### src/rtl/poly_staff_pkg.sv
// Shared types and constants for the polyphonic keyboard-to-tone mapper.
package poly_staff_pkg;

    // PS/2 prefix bytes
    localparam logic [7:0] CODE_F0 = 8'hF0;
    localparam logic [7:0] CODE_E0 = 8'hE0;

    // Note table geometry
    localparam int NOTE_W    = 5;
    localparam int NUM_NOTES = 20;

    // Base tones (largest is 1198) fit in 11 bits
    localparam int TONE_W = 11;

    typedef logic [NOTE_W-1:0] note_idx_t;

    // Scan-code parser states
    typedef enum logic [1:0] {
        ST_IDLE    = 2'd0,
        ST_BRK     = 2'd1,
        ST_EXT     = 2'd2,
        ST_EXT_BRK = 2'd3
    } parse_state_e;

endpackage

### src/rtl/poly_staff_rom.sv
// Combinational lookup tables: scan code to note index, note index to base tone.
module poly_staff_rom
    import poly_staff_pkg::*;
#(
    parameter int N_CH = 4
) (
    input  logic [7:0]             scan_code,
    output logic                   is_note,
    output note_idx_t              note_idx,
    input  logic [N_CH*NOTE_W-1:0] ch_note,
    output logic [N_CH*TONE_W-1:0] ch_tone
);

    function automatic logic [TONE_W-1:0] base_tone(input note_idx_t idx);
        case (idx)
            5'd0:    return 11'd400;
            5'd1:    return 11'd423;
            5'd2:    return 11'd448;
            5'd3:    return 11'd475;
            5'd4:    return 11'd503;
            5'd5:    return 11'd533;
            5'd6:    return 11'd565;
            5'd7:    return 11'd599;
            5'd8:    return 11'd634;
            5'd9:    return 11'd672;
            5'd10:   return 11'd712;
            5'd11:   return 11'd755;
            5'd12:   return 11'd800;
            5'd13:   return 11'd847;
            5'd14:   return 11'd897;
            5'd15:   return 11'd951;
            5'd16:   return 11'd1007;
            5'd17:   return 11'd1067;
            5'd18:   return 11'd1131;
            5'd19:   return 11'd1198;
            default: return '0;
        endcase
    endfunction

    // Classify the incoming byte and find its note index
    always_comb begin
        // NOTE: every output of a combinational block gets a default first, so no path can infer a latch.
        is_note  = 1'b1;
        note_idx = '0;
        case (scan_code)
            8'h15:   note_idx = 5'd0;
            8'h1c:   note_idx = 5'd1;
            8'h1d:   note_idx = 5'd2;
            8'h1b:   note_idx = 5'd3;
            8'h24:   note_idx = 5'd4;
            8'h23:   note_idx = 5'd5;
            8'h2b:   note_idx = 5'd6;
            8'h2c:   note_idx = 5'd7;
            8'h34:   note_idx = 5'd8;
            8'h35:   note_idx = 5'd9;
            8'h33:   note_idx = 5'd10;
            8'h3b:   note_idx = 5'd11;
            8'h43:   note_idx = 5'd12;
            8'h42:   note_idx = 5'd13;
            8'h44:   note_idx = 5'd14;
            8'h4b:   note_idx = 5'd15;
            8'h4d:   note_idx = 5'd16;
            8'h4c:   note_idx = 5'd17;
            8'h52:   note_idx = 5'd18;
            8'h5b:   note_idx = 5'd19;
            default: is_note  = 1'b0;
        endcase
    end

    // Per-channel base tone of the held note
    always_comb begin
        ch_tone = '0;
        for (int c = 0; c < N_CH; c++) begin
            ch_tone[c*TONE_W +: TONE_W] = base_tone(ch_note[c*NOTE_W +: NOTE_W]);
        end
    end

endmodule

### src/rtl/poly_staff.sv
// Polyphonic PS/2 keyboard-to-tone mapper: parses make/break codes, allocates
// held notes to tone channels and drives registered per-channel tone and gate.
module poly_staff
    import poly_staff_pkg::*;
#(
    parameter int N_CH      = 4,
    parameter int SOUND_W   = 16,
    parameter int IDLE_TONE = 1
) (
    input  logic                    clk,
    input  logic                    rst_n,
    input  logic                    scan_valid,
    input  logic [7:0]              scan_code,
    input  logic [1:0]              octave_sel,
    input  logic                    key_clear,
    output logic [N_CH*SOUND_W-1:0] sound,
    output logic [N_CH-1:0]         gate,
    output logic                    sound_off,
    output logic                    overflow
);

    parse_state_e                   state_q, state_d;
    logic                           is_note;
    note_idx_t                      code_idx;
    logic                           make_evt, brk_evt;

    logic [N_CH-1:0]                busy_q, busy_d;
    logic [N_CH-1:0][NOTE_W-1:0]    note_q, note_d;
    logic                           ovf_evt_q, ovf_evt_d;
    logic                           hit, found;

    logic [N_CH*TONE_W-1:0]         ch_tone;
    logic [N_CH-1:0][TONE_W:0]      shifted;
    logic [N_CH*SOUND_W-1:0]        sound_q, sound_d;
    logic [N_CH-1:0]                gate_q, gate_d;
    logic                           sound_off_q, sound_off_d;
    logic                           overflow_q, overflow_d;

    poly_staff_rom #(.N_CH(N_CH)) u_rom (
        .scan_code (scan_code),
        .is_note   (is_note),
        .note_idx  (code_idx),
        .ch_note   (note_q),
        .ch_tone   (ch_tone)
    );

    // Parser state register
    always_ff @(posedge clk) begin
        // NOTE: sequential state is written with <= so every flop samples pre-edge values.
        if (!rst_n) state_q <= ST_IDLE;
        else        state_q <= state_d;
    end

    // Parser next state; extended sequences are consumed and dropped
    always_comb begin
        state_d = state_q;
        if (scan_valid) begin
            case (state_q)
                ST_IDLE: begin
                    if (scan_code == CODE_F0)      state_d = ST_BRK;
                    else if (scan_code == CODE_E0) state_d = ST_EXT;
                end
                ST_BRK:     state_d = ST_IDLE;
                ST_EXT:     state_d = (scan_code == CODE_F0) ? ST_EXT_BRK : ST_IDLE;
                ST_EXT_BRK: state_d = ST_IDLE;
                default:    state_d = ST_IDLE;
            endcase
        end
    end

    // Parser outputs: note make / break events for this strobe
    always_comb begin
        make_evt = scan_valid && (state_q == ST_IDLE) && is_note;
        brk_evt  = scan_valid && (state_q == ST_BRK)  && is_note;
    end

    // Channel allocator: clear beats events; repeats of a held note are ignored
    always_comb begin
        busy_d    = busy_q;
        note_d    = note_q;
        ovf_evt_d = 1'b0;
        hit       = 1'b0;
        found     = 1'b0;
        if (key_clear) begin
            busy_d = '0;
        end else if (make_evt) begin
            for (int c = 0; c < N_CH; c++) begin
                if (busy_q[c] && (note_q[c] == code_idx)) hit = 1'b1;
            end
            if (!hit) begin
                for (int c = 0; c < N_CH; c++) begin
                    if (!found && !busy_q[c]) begin
                        busy_d[c] = 1'b1;
                        note_d[c] = code_idx;
                        found     = 1'b1;
                    end
                end
                ovf_evt_d = !found;
            end
        end else if (brk_evt) begin
            for (int c = 0; c < N_CH; c++) begin
                if (busy_q[c] && (note_q[c] == code_idx)) busy_d[c] = 1'b0;
            end
        end
    end

    // Output stage inputs: octave-shifted tone per busy channel, idle tone otherwise
    always_comb begin
        shifted = '0;
        sound_d = '0;
        for (int c = 0; c < N_CH; c++) begin
            case (octave_sel)
                2'd1:    shifted[c] = {ch_tone[c*TONE_W +: TONE_W], 1'b0};
                2'd2:    shifted[c] = {2'b00, ch_tone[c*TONE_W+1 +: TONE_W-1]};
                default: shifted[c] = {1'b0, ch_tone[c*TONE_W +: TONE_W]};
            endcase
            sound_d[c*SOUND_W +: SOUND_W] = busy_q[c] ? SOUND_W'(shifted[c])
                                                      : SOUND_W'(IDLE_TONE);
        end
        gate_d      = busy_q;
        sound_off_d = ~|busy_q;
        overflow_d  = ovf_evt_q;
    end

    // Channel state and registered outputs
    always_ff @(posedge clk) begin
        if (!rst_n) begin
            // NOTE: note indices are only meaningful while busy, but they are small and cleared anyway to keep reset state fully defined.
            busy_q      <= '0;
            note_q      <= '0;
            ovf_evt_q   <= 1'b0;
            sound_q     <= {N_CH{SOUND_W'(IDLE_TONE)}};
            gate_q      <= '0;
            sound_off_q <= 1'b1;
            overflow_q  <= 1'b0;
        end else begin
            busy_q      <= busy_d;
            note_q      <= note_d;
            ovf_evt_q   <= ovf_evt_d;
            sound_q     <= sound_d;
            gate_q      <= gate_d;
            sound_off_q <= sound_off_d;
            overflow_q  <= overflow_d;
        end
    end

    assign sound     = sound_q;
    assign gate      = gate_q;
    assign sound_off = sound_off_q;
    assign overflow  = overflow_q;

endmodule

### config.mk
export PLATFORM = sky130hd
export DESIGN_NAME = poly_staff
export DESIGN_NICKNAME = d
export VERILOG_FILES = /design/src/rtl/poly_staff_pkg.sv /design/src/rtl/poly_staff_rom.sv /design/src/rtl/poly_staff.sv
export SDC_FILE = /design/constraint.sdc
export NUM_CORES = 1
export LEC_CHECK = 0
export BUFFER_PORTS_ARGS = -buffer_cell sky130_fd_sc_hd__clkbuf_2
export CORE_MARGIN = 4
export CORE_UTILIZATION = 35
export CTS_CLUSTER_DIAMETER = 120
export DETAILED_ROUTE_END_ITERATION = 16
export GPL_TIMING_DRIVEN = 0
export PLACE_DENSITY = 0.5
export SETUP_SLACK_MARGIN = 0.4
export SLEW_MARGIN = 20
export SYNTH_ARGS = -nofsm -noshare
export SYNTH_HDL_FRONTEND = slang
export SYNTH_SLANG_ARGS = --single-unit
### constraint.sdc
create_clock -name clk -period 9.35 [get_ports clk]
set_clock_uncertainty 0.15 [all_clocks]
set_input_delay 0.935 -clock clk [delete_from_list [all_inputs] [get_ports clk]]
set_output_delay 0.935 -clock clk [all_outputs]
set_load 0.02 [all_outputs]
==> flow_summary.json, run 1 <==
{
  "grt_overflow_total": 0,
  "total_power_mw": 1.27,
  "ys.flop_type": "dfxtp_1",
  "grt_first_pass_wirelength_mm": 31.0,
  "holdPathStages": 1,
  "cp_num_buf_inv": 5,
  "rsz0062_at_grt": "no",
  "maxCapViolations": 0,
  "worstMarginPinSlew_ns": 0.950,
  "clock-sinks": 125,
  "synth.cell_area_sq_um": 6880,
  "ys_seq_elements": 125,
  "first_pass_iters": 5,
  "synth_edf_count": 0,
  "peakVddDrop_uv": 172,
  "diodes": 0,
  "start_util_pct": 36.2,
  "timing.fmax_ghz": 0.181,
  "finalMaxSlewViolations": 0,
  "setup_viol": 0,
  "regToRegStartpoint": "note_q[4]$_SDFFE_PN0N_",
  "final-hold-violation-count": 0,
  "relSlewSlack_pct": 36.7,
  "crit_slowest_cell": "or3b_2",
  "vias": 6253,
  "antenna_found_initial": 0,
  "cp.arrival_ns": 5.68,
  "avgSynthCellArea_sq_um": 8.18,
  "cp-startpoint": "scan_code[2]",
  "numPortBuffers": 63,
  "synthCells": 841,
  "utilization_pct": 42.9,
  "synth_top_cells_by_count": "137 x nor2_1, 125 x dfxtp_1, 72 x a21oi_1",
  "viasPerCell": 5.17,
  "worstSkewPairLatency_ns": 0.43,
  "design_area_sq_um": 8150,
  "grtUsageTotal_pct": 17.4,
  "drt_iter0_drc": 553,
  "p_leak_nw": 3.34,
  "fill_cells": 1974,
  "dieArea_sq_um": 21900,
  "end_kind": "flip-flop",
  "ys_seq_area_share_pct": 36.4,
  "layout_min_cycle_time_ns": 5.53,
  "synthArstFlopShare_pct": 0,
  "crit_fanout": 10,
  "worst_setup_path_start_kind": "primary input",
  "gp_congestion": 0.886,
  "h-tree-depth": 4,
  "power.density_nw_per_um2": 156,
  "holdCritStartpoint": "overflow_d$_SDFF_PP0_",
  "yosys.area.top_type": "dfxtp_1",
  "status": "complete, no violations",
  "layout-drive-gt1-share_pct": 17.5,
  "yosys_warnings": 0,
  "postCtsSetupBuffers": 0,
  "areaGrowthSynthToFinish_pct": 18.6,
  "num_io_pins": 84,
  "fin_crit_sh_pct": 59.1,
  "post-route-drc-count": 0,
  "worstSetupPathDepth": 18,
  "post_cts_resized": 0,
  "die_x_microns": 148,
  "cts.clk_slew.worst_paths_ns": 0.06,
  "num_rows": 50,
  "hpwl_mm": 14.1,
  "slowest_delay_ns": 0.53,
  "drt-total-wl_mm": 19.1,
  "synth.distinct_cells": 82,
  "ant_nets": 0,
  "fp.coreArea_sq_um": 19000,
  "yosysMostFrequentCell": "nor2_1",
  "synth_top_area_share_pct": 36.4,
  "fin_hold_ws_ns": 0.295,
  "r2r_cells": 14,
  "crit_chain": "buf_2, or3b_2, o32ai_1, a32oi_1, and3_1, buf_2, xnor2_1, or4_1, clkbuf_1, nand4_4, clkbuf_1, nand3_1, o21ai_0, inv_1, ha_1, nor2_1, nor4_1, o22ai_1",
  "root_buffer": "clkbuf_16",
  "die_h_microns": 148,
  "synth_area_leaders": "dfxtp_1 36%, nor2_1 7.5%, ha_1 5.5%, a21oi_1 5.2%, a22oi_1 4.3%",
  "cts_tree": "done",
  "cts_buffer_depth": 2,
  "cts_made_buffers": 17,
  "hold_path_class": "flip-flop to flip-flop",
  "critPathKind": "primary input to flip-flop",
  "worst_path_dominant_cell_family": "simple AND/OR/NAND/NOR gates",
  "place_area_sq_um": 7570,
  "grt_pass1_vias": 5838,
  "cp_data_required_time_ns": 9.50,
  "cts.hold.buffers_added": 0,
  "final_nets": 982,
  "final.setup.tns_ns": 0,
  "routedWlPerCell_microns": 15.8,
  "grt_max_degree": 17
}
[registers in the layout (all words and copies together), names as in the netlist]
register	cells
overflow_d	1
note_q	20
u_rom.ch_tone	44
overflow	1
sound_off	1
busy_q	4
gate	4
sound	48
state_q	2
[cell families (layout without fill, tap and decap cells)]
family	count (synthesis)	after routing	synth area share, %
other cells	1	16	0.0545
mux	27	27	4.42
flops	125	125	36.4
compound gates	232	232	22.2
xor+xnor	23	23	2.93
simple gates	297	297	21.1
buf+inv	106	200	7.46
fa+ha+maj	30	30	5.46
[placed cells by master (no fill, tap or decap), drive strengths merged, types with 4 or more instances in the layout]
cell	n
mux2	8
clkinv	7
a21oi	73
xor2	7
and2	4
nor2	137
nand2b	13
buf	43
nand2	56
nand4	8
inv	35
o22ai	12
mux2i	19
or4	5
o32ai	9
clkinvlp	4
and3	9
dfxtp	125
conb	16
nor2b	6
a22oi	39
o21ai	47
nand3	19
xnor2	16
ha	30
nand3b	6
nor3	9
a211oi	11
clkbuf	109
[final timing paths]
kind | end | slack, ns
min | overflow$_SDFF_PN0_ | 0.30
max | u_rom.ch_tone[28]$_DFF_P_ | 3.82
min reg2reg | overflow$_SDFF_PN0_ | 0.30
max reg2reg | u_rom.ch_tone[39]$_DFF_P_ | 5.24
[stage by stage]
step	instances	worst slack (ns)
floorplan	856	4.32
global placement	1179	3.45
detailed placement	1179	3.46
CTS	1210	3.88
global route	1210	3.51
finish	1210	3.82
[power breakdown]
part / switching [mW] / internal, mW
sequential: 0.000237 / 0.533
clock: 0.250 / 0.399
combinational: 0.0582 / 0.0279
[layout make-up]
cell class	count	area (sq um)	area share (%)
Buffer	70	372	4.56
Clock buffer	19	443	5.43
Clock inverter	12	139	1.70
Inverter	36	141	1.73
Multi-Input combinational cell	625	3920	48.0
Sequential cell	125	2500	30.7
Tap cell	260	325	3.99
Timing Repair Buffer	63	315	3.87
[layer usage]
layer,wire length [microns],global-route usage (%),vias to the layer above
li1,-,-,3142
met1,9320,24.6,2913
met2,8680,27.1,177
met3,854,3.23,21
met4,265,5.45,0
met5,0,0,-
No activity file was read; power rests on OpenSTA's default activity.
==> run 2: changes to the inputs <==
--- a/config.mk
+++ b/config.mk
@@ -5,13 +5,14 @@
 export SDC_FILE = /design/constraint.sdc
 export NUM_CORES = 1
 export LEC_CHECK = 0
+export ABC_AREA = 1
 export BUFFER_PORTS_ARGS = -buffer_cell sky130_fd_sc_hd__clkbuf_2
 export CORE_MARGIN = 4
 export CORE_UTILIZATION = 35
 export CTS_CLUSTER_DIAMETER = 120
 export DETAILED_ROUTE_END_ITERATION = 16
 export GPL_TIMING_DRIVEN = 0
-export PLACE_DENSITY = 0.5
+export PLACE_DENSITY = 0.49
 export SETUP_SLACK_MARGIN = 0.4
 export SLEW_MARGIN = 20
 export SYNTH_ARGS = -nofsm -noshare
==> constraint.sdc (replaced) <==
create_clock -name clk -period 5.5 [get_ports clk]
set_clock_uncertainty 0.15 [all_clocks]
set_input_delay 0.55 -clock clk [delete_from_list [all_inputs] [get_ports clk]]
set_output_delay 0.55 -clock clk [all_outputs]
set_load 0.02 [all_outputs]
==> run 2 against run 1 <==
  * Via count increased by 8.5%
  * Sequential power increased by 72%
  * Register-to-register slack worse by 3.0 ns
  * Clock power grew 79%
  * Critical endpoint is now u_rom.ch_tone[5]$_DFF_P_
  * Global-route usage rose by 0.83 points
  * Largest cell class unchanged
  * Non-clock buffer count is 23 lower
  * Highest routed layer is now met5
==> flow_summary.json, run 2 <==
{
  "clockPowerShare_pct": 52.4,
  "largest_reg_flops": 48,
  "worst_setup_path_start_kind": "primary input",
  "design_area_sq_um": 8440,
  "layout_min_cycle_time_ns": 3.80,
  "cp_data_required_time_ns": 5.71,
  "grt_overflow_total": 0,
  "synth-compound-area-share_pct": 7.69,
  "first_pass_iters": 5,
  "post-route-drc-count": 0,
  "synth_area_leaders": "dfxtp_1 35%, nand2_1 20%, nand3_1 7.8%, inv_1 6.1%, ha_1 5.3%",
  "status": "complete, no violations",
  "ant_nets": 0,
  "die_h_microns": 151,
  "finalMaxSlewViolations": 0,
  "num_io_pins": 84,
  "grt_first_pass_wirelength_mm": 32.8,
  "p_leak_nw": 4.11,
  "ys.flop_type": "dfxtp_1",
  "end_kind": "flip-flop",
  "viasPerCell": 4.69,
  "cp.arrival_ns": 4.01,
  "routedWlPerCell_microns": 13.8,
  "layout-drive-gt1-share_pct": 16.8,
  "power_switching_uw": 536,
  "clock-sinks": 125,
  "worstSkewPairLatency_ns": 0.42,
  "worstMarginPinSlew_ns": 0.720,
  "final.setup.tns_ns": 0,
  "synthCells": 1071,
  "numPortBuffers": 66,
  "cell_internal_pwr_mw": 1.67,
  "holdPathStages": 2,
  "die_x_microns": 151,
  "critPathKind": "primary input to flip-flop",
  "place_area_sq_um": 7840,
  "cts_buffer_depth": 2,
  "root_buffer": "clkbuf_16",
  "drt-total-wl_mm": 20.0,
  "cts_tree": "done",
  "setup_viol": 0,
  "synth_edf_count": 0,
  "synth-simple-area-share_pct": 41.2,
  "post_cts_resized": 0,
  "vias": 6785,
  "synth.cell_area_sq_um": 7120,
  "hpwl_mm": 15.4,
  "pwr-share-seq_pct": 41.5,
  "postCtsSetupBuffers": 0,
  "final_nets": 1215,
  "start_util_pct": 36.1,
  "relSlewSlack_pct": 52.0,
  "antenna_found_initial": 1,
  "fp.coreArea_sq_um": 19700,
  "yosys.area.top_type": "dfxtp_1",
  "r2r_cells": 18,
  "synthArstFlopShare_pct": 0,
  "synth_top_family_by_area": "simple AND/OR/NAND/NOR gates",
  "avgSynthCellArea_sq_um": 6.65,
  "synthAdderAreaFrac_pct": 5.27,
  "diodes": 0,
  "switching_share_pct": 24.3,
  "drt_iter0_drc": 433,
  "synthMuxAreaShare_pct": 0,
  "rsz0062_at_grt": "no",
  "fin_crit_sh_pct": 69.1,
  "synth_top_area_share_pct": 35.1,
  "peakVddDrop_uv": 223,
  "ys_seq_area_share_pct": 35.1,
  "power.density_nw_per_um2": 262,
  "dieArea_sq_um": 22700,
  "ys_seq_elements": 125,
  "yosys_warnings": 0,
  "yosysMostFrequentCell": "nand2_1",
  "grt_max_degree": 17,
  "crit_fanout": 9,
  "cts.clk_slew.worst_paths_ns": 0.05,
  "num_rows": 51,
  "hold_path_class": "flip-flop to flip-flop",
  "grt_pass1_vias": 6302,
  "maxCapViolations": 0,
  "cts_made_buffers": 17,
  "synth_top_cells_by_count": "378 x nand2_1, 125 x dfxtp_1, 115 x inv_1",
  "h-tree-depth": 4,
  "timing.fmax_ghz": 0.263,
  "gp_congestion": 0.912,
  "synth.distinct_cells": 35,
  "synthXorXnorAreaFrac_pct": 0,
  "final_cell_mix": "378 x nand2_1, 125 x dfxtp_1, 115 x inv_1",
  "power_frac_comb_pct": 6.1,
  "cts.hold.buffers_added": 0,
  "grtUsageTotal_pct": 18.2,
  "final-hold-violation-count": 0,
  "final_common_cell": "nand2_1",
  "areaGrowthSynthToFinish_pct": 18.5
}
-- run 2: cells by family (layout without fill, tap and decap cells) --
| family | count (synthesis) | after routing |
|---|---|---|
| buffers and inverters | 179 | 275 |
| DFF | 125 | 125 |
| AOI/OAI and AO/OA | 94 | 94 |
| and+or+nand+nor | 642 | 642 |
| other | 1 | 16 |
| adders and majority gates | 30 | 30 |
-- run 2: final timing paths --
path | start | to | slack (ns)
max | scan_code[6] | u_rom.ch_tone[5]$_DFF_P_ | 1.70
min | overflow_d$_SDFF_PP0_ | overflow$_SDFF_PN0_ | 0.26
max reg2reg | busy_q[0]$_SDFFE_PP0P_ | u_rom.ch_tone[16]$_DFF_P_ | 2.27
min reg2reg | overflow_d$_SDFF_PP0_ | overflow$_SDFF_PN0_ | 0.26
-- run 2: per-stage QoR --
step | instances | total power [mW] | hold slack, ns | worst slack (ns) | utilization, %
floorplan | 1086 | 1.03 | 0.240 | 2.20 | -
global placement | 1417 | 1.07 | 0.257 | 1.24 | 39.8
detailed placement | 1417 | 1.07 | 0.251 | 1.28 | 39.8
CTS | 1447 | 2.23 | 0.265 | 1.70 | 42.8
global route | 1447 | 2.28 | 0.284 | 1.23 | 42.8
finish | 1447 | 2.21 | 0.262 | 1.70 | 42.8
-- run 2: area by class of cell --
class | instances | area (sq um)
sequential | 125 | 2500
tap | 265 | 332
fill | 2094 | 11300
buffer | 44 | 253
inverter | 135 | 507
clock inverter | 12 | 161
multi-input combinational | 782 | 3920
clock buffer | 18 | 439
timing repair buffer | 66 | 330
-- run 2: routing by layer --
layer	wire length (microns)	GRT usage, %	part of all wire [%]
met5	8	0	0.040
met2	8700	28.7	43
met4	242	5.35	1.2
met1	9870	25.5	49
met3	1190	3.49	5.9
-- run 2: power by group through the flow --
stage | clock network (mW) | logic (mW) | registers (mW)
after floorplan | 0 | 0.0975 | 0.935
after global placement | 0 | 0.135 | 0.936
after detailed placement | 0 | 0.135 | 0.936
after CTS | 1.18 | 0.135 | 0.916
after global routing | 1.22 | 0.153 | 0.916
final | 1.16 | 0.135 | 0.916
-- run 2: critical path, cell delays in order --
cell      delay [ns]
clkbuf_2        0.10
inv_1           0.06
nand2_1         0.09
nor2_1          0.21
nand2_1         0.24
nand3_4         0.22
inv_2           0.11
nand3_1         0.10
o21ai_1         0.07
nor2_2          0.15
nand2_4         0.14
inv_1           0.22
nand2_1         0.08
nor2_1          0.27
nor2_1          0.09
nor2_1          0.28
inv_2           0.14
ha_1            0.33
inv_1           0.10
nand3_1         0.12
nand2_1         0.11
nand2_1         0.05
nand2_1         0.06
nand2_1         0.05
nand2_1         0.06
==> run 3: changes to the inputs <==
--- a/config.mk
+++ b/config.mk
@@ -12,7 +12,7 @@
 export CTS_CLUSTER_DIAMETER = 120
 export DETAILED_ROUTE_END_ITERATION = 16
 export GPL_TIMING_DRIVEN = 0
-export PLACE_DENSITY = 0.49
+export PLACE_DENSITY = 0.51
 export SETUP_SLACK_MARGIN = 0.4
 export SLEW_MARGIN = 20
 export SYNTH_ARGS = -nofsm -noshare
==> constraint.sdc (replaced) <==
create_clock -name clk -period 3.4 [get_ports clk]
set_clock_uncertainty 0.15 [all_clocks]
set_input_delay 0.34 -clock clk [delete_from_list [all_inputs] [get_ports clk]]
set_output_delay 0.34 -clock clk [all_outputs]
set_load 0.02 [all_outputs]
==> run 3 against run 2 <==
  * First-iteration DRC count increased by 11%
  * Final cell count increased by 5.7%
  * Clock-buffer cell count rose by 2
  * Worst setup slack worse by 1.3 ns
  * Global-route usage increased by 0.50 points
  * Core utilization up 8.0 points
  * Flip-flop and latch count unchanged
  * Non-clock buffer count is 79 higher
  * Sequential power grew 62%
  * Critical endpoint is now u_rom.ch_tone[16]$_DFF_P_
  * Highest routed layer is now met4
==> flow_summary.json, run 3 (synthesized netlist as in run 2, its figures left out) <==
{
  "gp_congestion": 0.870,
  "place_area_sq_um": 7850,
  "final_common_cell": "nand2_1",
  "cp.arrival_ns": 3.14,
  "worst_setup_path_start_kind": "primary input",
  "setup_viol": 0,
  "finalMaxSlewViolations": 0,
  "slowest_delay_ns": 0.27,
  "dieArea_sq_um": 22700,
  "reg2reg_setup_slack_ns": 0.57,
  "maxCapViolations": 0,
  "cts.hold.buffers_added": 0,
  "holdCritStartpoint": "scan_valid",
  "largest_reg_flops": 48,
  "power_switching_uw": 886,
  "min_to": "state_q[1]$_SDFFE_PN0P_",
  "num_io_pins": 84,
  "worstSkewPairLatency_ns": 0.42,
  "path_common_cell": "nand2_1",
  "die_x_microns": 151,
  "cts_tree": "done",
  "hold_path_class": "primary input to flip-flop",
  "fill_cells": 1969,
  "final-hold-violation-count": 0,
  "num_rows": 51,
  "rsz0062_at_grt": "yes",
  "fin_ws_ns": 0.420,
  "fp.coreArea_sq_um": 19700,
  "p_leak_nw": 4.65,
  "layout-drive-gt1-share_pct": 32.2,
  "status": "complete, no violations",
  "fin_crit_sh_pct": 87.7,
  "r2r_cells": 20,
  "design_area_sq_um": 10000,
  "clock-sinks": 125,
  "timing.fmax_ghz": 0.336,
  "vias": 7259,
  "first_pass_iters": 9,
  "grt_pass1_vias": 6595,
  "dp_slack_ns": -0.548,
  "power.density_nw_per_um2": 366,
  "critPathKind": "primary input to flip-flop",
  "areaGrowthSynthToFinish_pct": 40.6,
  "start_util_pct": 36.1,
  "ant_nets": 0,
  "crit_fanout": 8,
  "switching_share_pct": 24.1,
  "numPortBuffers": 66,
  "diodes": 0,
  "pwr-share-seq_pct": 40.4,
  "final_cell_mix": "335 x nand2_1, 125 x dfxtp_1, 98 x inv_1",
  "holdPathStages": 3,
  "antenna_found_initial": 0,
  "cp_data_required_time_ns": 3.56,
  "routedWlPerCell_microns": 14.1,
  "regToRegStartpoint": "busy_q[1]$_SDFFE_PP0P_",
  "cts_made_buffers": 17,
  "peakVddDrop_uv": 326,
  "cts_buffer_depth": 2,
  "clockPowerShare_pct": 51.7,
  "fin_hold_ws_ns": 0.0651,
  "crit_slowest_cell": "ha_4",
  "h-tree-depth": 4,
  "end_kind": "flip-flop",
  "worst_r2r_endpoint": "u_rom.ch_tone[16]$_DFF_P_",
  "final_nets": 1296,
  "die_h_microns": 151,
  "cts.clk_slew.worst_paths_ns": 0.06,
  "drt-total-wl_mm": 21.6,
  "grt_first_pass_wirelength_mm": 33.9,
  "grt_overflow_total": 0,
  "viasPerCell": 4.74,
  "power_frac_comb_pct": 7.9,
  "hpwl_mm": 15.1,
  "post-route-drc-count": 0,
  "grtUsageTotal_pct": 18.7,
  "cell_internal_pwr_mw": 2.78,
  "grt_max_degree": 17,
  "drt_iter0_drc": 481,
  "layout_min_cycle_time_ns": 2.98,
  "utilization_pct": 50.8,
  "root_buffer": "clkbuf_16",
  "relSlewSlack_pct": 25.6,
  "worstMarginPinSlew_ns": 1.12
}
[run 3: cell types whose count changed in the layout (fill, tap and decap cells not counted), moves of 23 or more]
cell and delta:
buf_4 +67, nand2_1 -43, nand2_2 +25, nand3_1 -24, nor2_1 -23
[run 3: worst max-delay path by stage]
stage            startpoint                   endpoint  cells after the start
2_1_floorplan  scan_code[6]   u_rom.ch_tone[5]$_DFF_P_                     24
3_3_place_gp   scan_code[6]   u_rom.ch_tone[5]$_DFF_P_                     25
3_5_place_dp   scan_code[6]   u_rom.ch_tone[5]$_DFF_P_                     25
4_1_cts        scan_code[4]  u_rom.ch_tone[27]$_DFF_P_                     24
5_1_grt        scan_code[7]  u_rom.ch_tone[16]$_DFF_P_                     26
6_report       scan_code[7]  u_rom.ch_tone[16]$_DFF_P_                     26
[run 3: stage by stage]
stage / TNS [ns] / total power, mW / cells
floorplan: 0 / 1.67 / 1086
finish: 0 / 3.67 / 1530
global route: 0 / 3.80 / 1530
global placement: -16.42 / 1.73 / 1417
CTS: 0 / 3.66 / 1488
detailed placement: -14.86 / 1.73 / 1417
[run 3: final cells by class]
cell class,instances,area (sq um),area share [%]
Inverter,135,552,5.51
Timing Repair Buffer,145,1030,10.3
Tap cell,265,332,3.31
Clock inverter,12,156,1.56
Clock buffer,20,467,4.66
Sequential cell,125,2500,25.0
Buffer,44,267,2.66
Multi-Input combinational cell,784,4710,47.1
[run 3: repair_timing]
item                                    4_1_cts  5_1_grt
pin swaps                                    21       84
resized for setup                            59      191
setup buffers                                37       41
endpoints found under the setup margin       43       44
gates cloned                                  2        1
[run 3: power by group through the flow]
stage / Sequential [mW] / Clock (mW) / Combinational [mW]
after CTS: 1.48 / 1.94 / 0.236
after global routing: 1.48 / 2.00 / 0.315
after floorplan: 1.51 / 0 / 0.158
after detailed placement: 1.51 / 0 / 0.219
after global placement: 1.51 / 0 / 0.219
final: 1.48 / 1.90 / 0.288
[run 3: worst max-delay path, delay by kind of cell]
kind | cells | cell delay [ns]
AND/OR/NAND/NOR | 19 | 1.82
buffers and inverters | 6 | 0.68
adder cells (fa/ha/maj) | 1 | 0.27
[run 3: layer usage]
layer / vias up / share of wire (%) / track usage [%]
met5: - / 0 / 0
met4: 0 / 2.7 / 7.03
met3: 48 / 6.7 / 3.79
met2: 253 / 45 / 29.6
met1: 3190 / 45 / 25.3
li1: 3768 / - / -
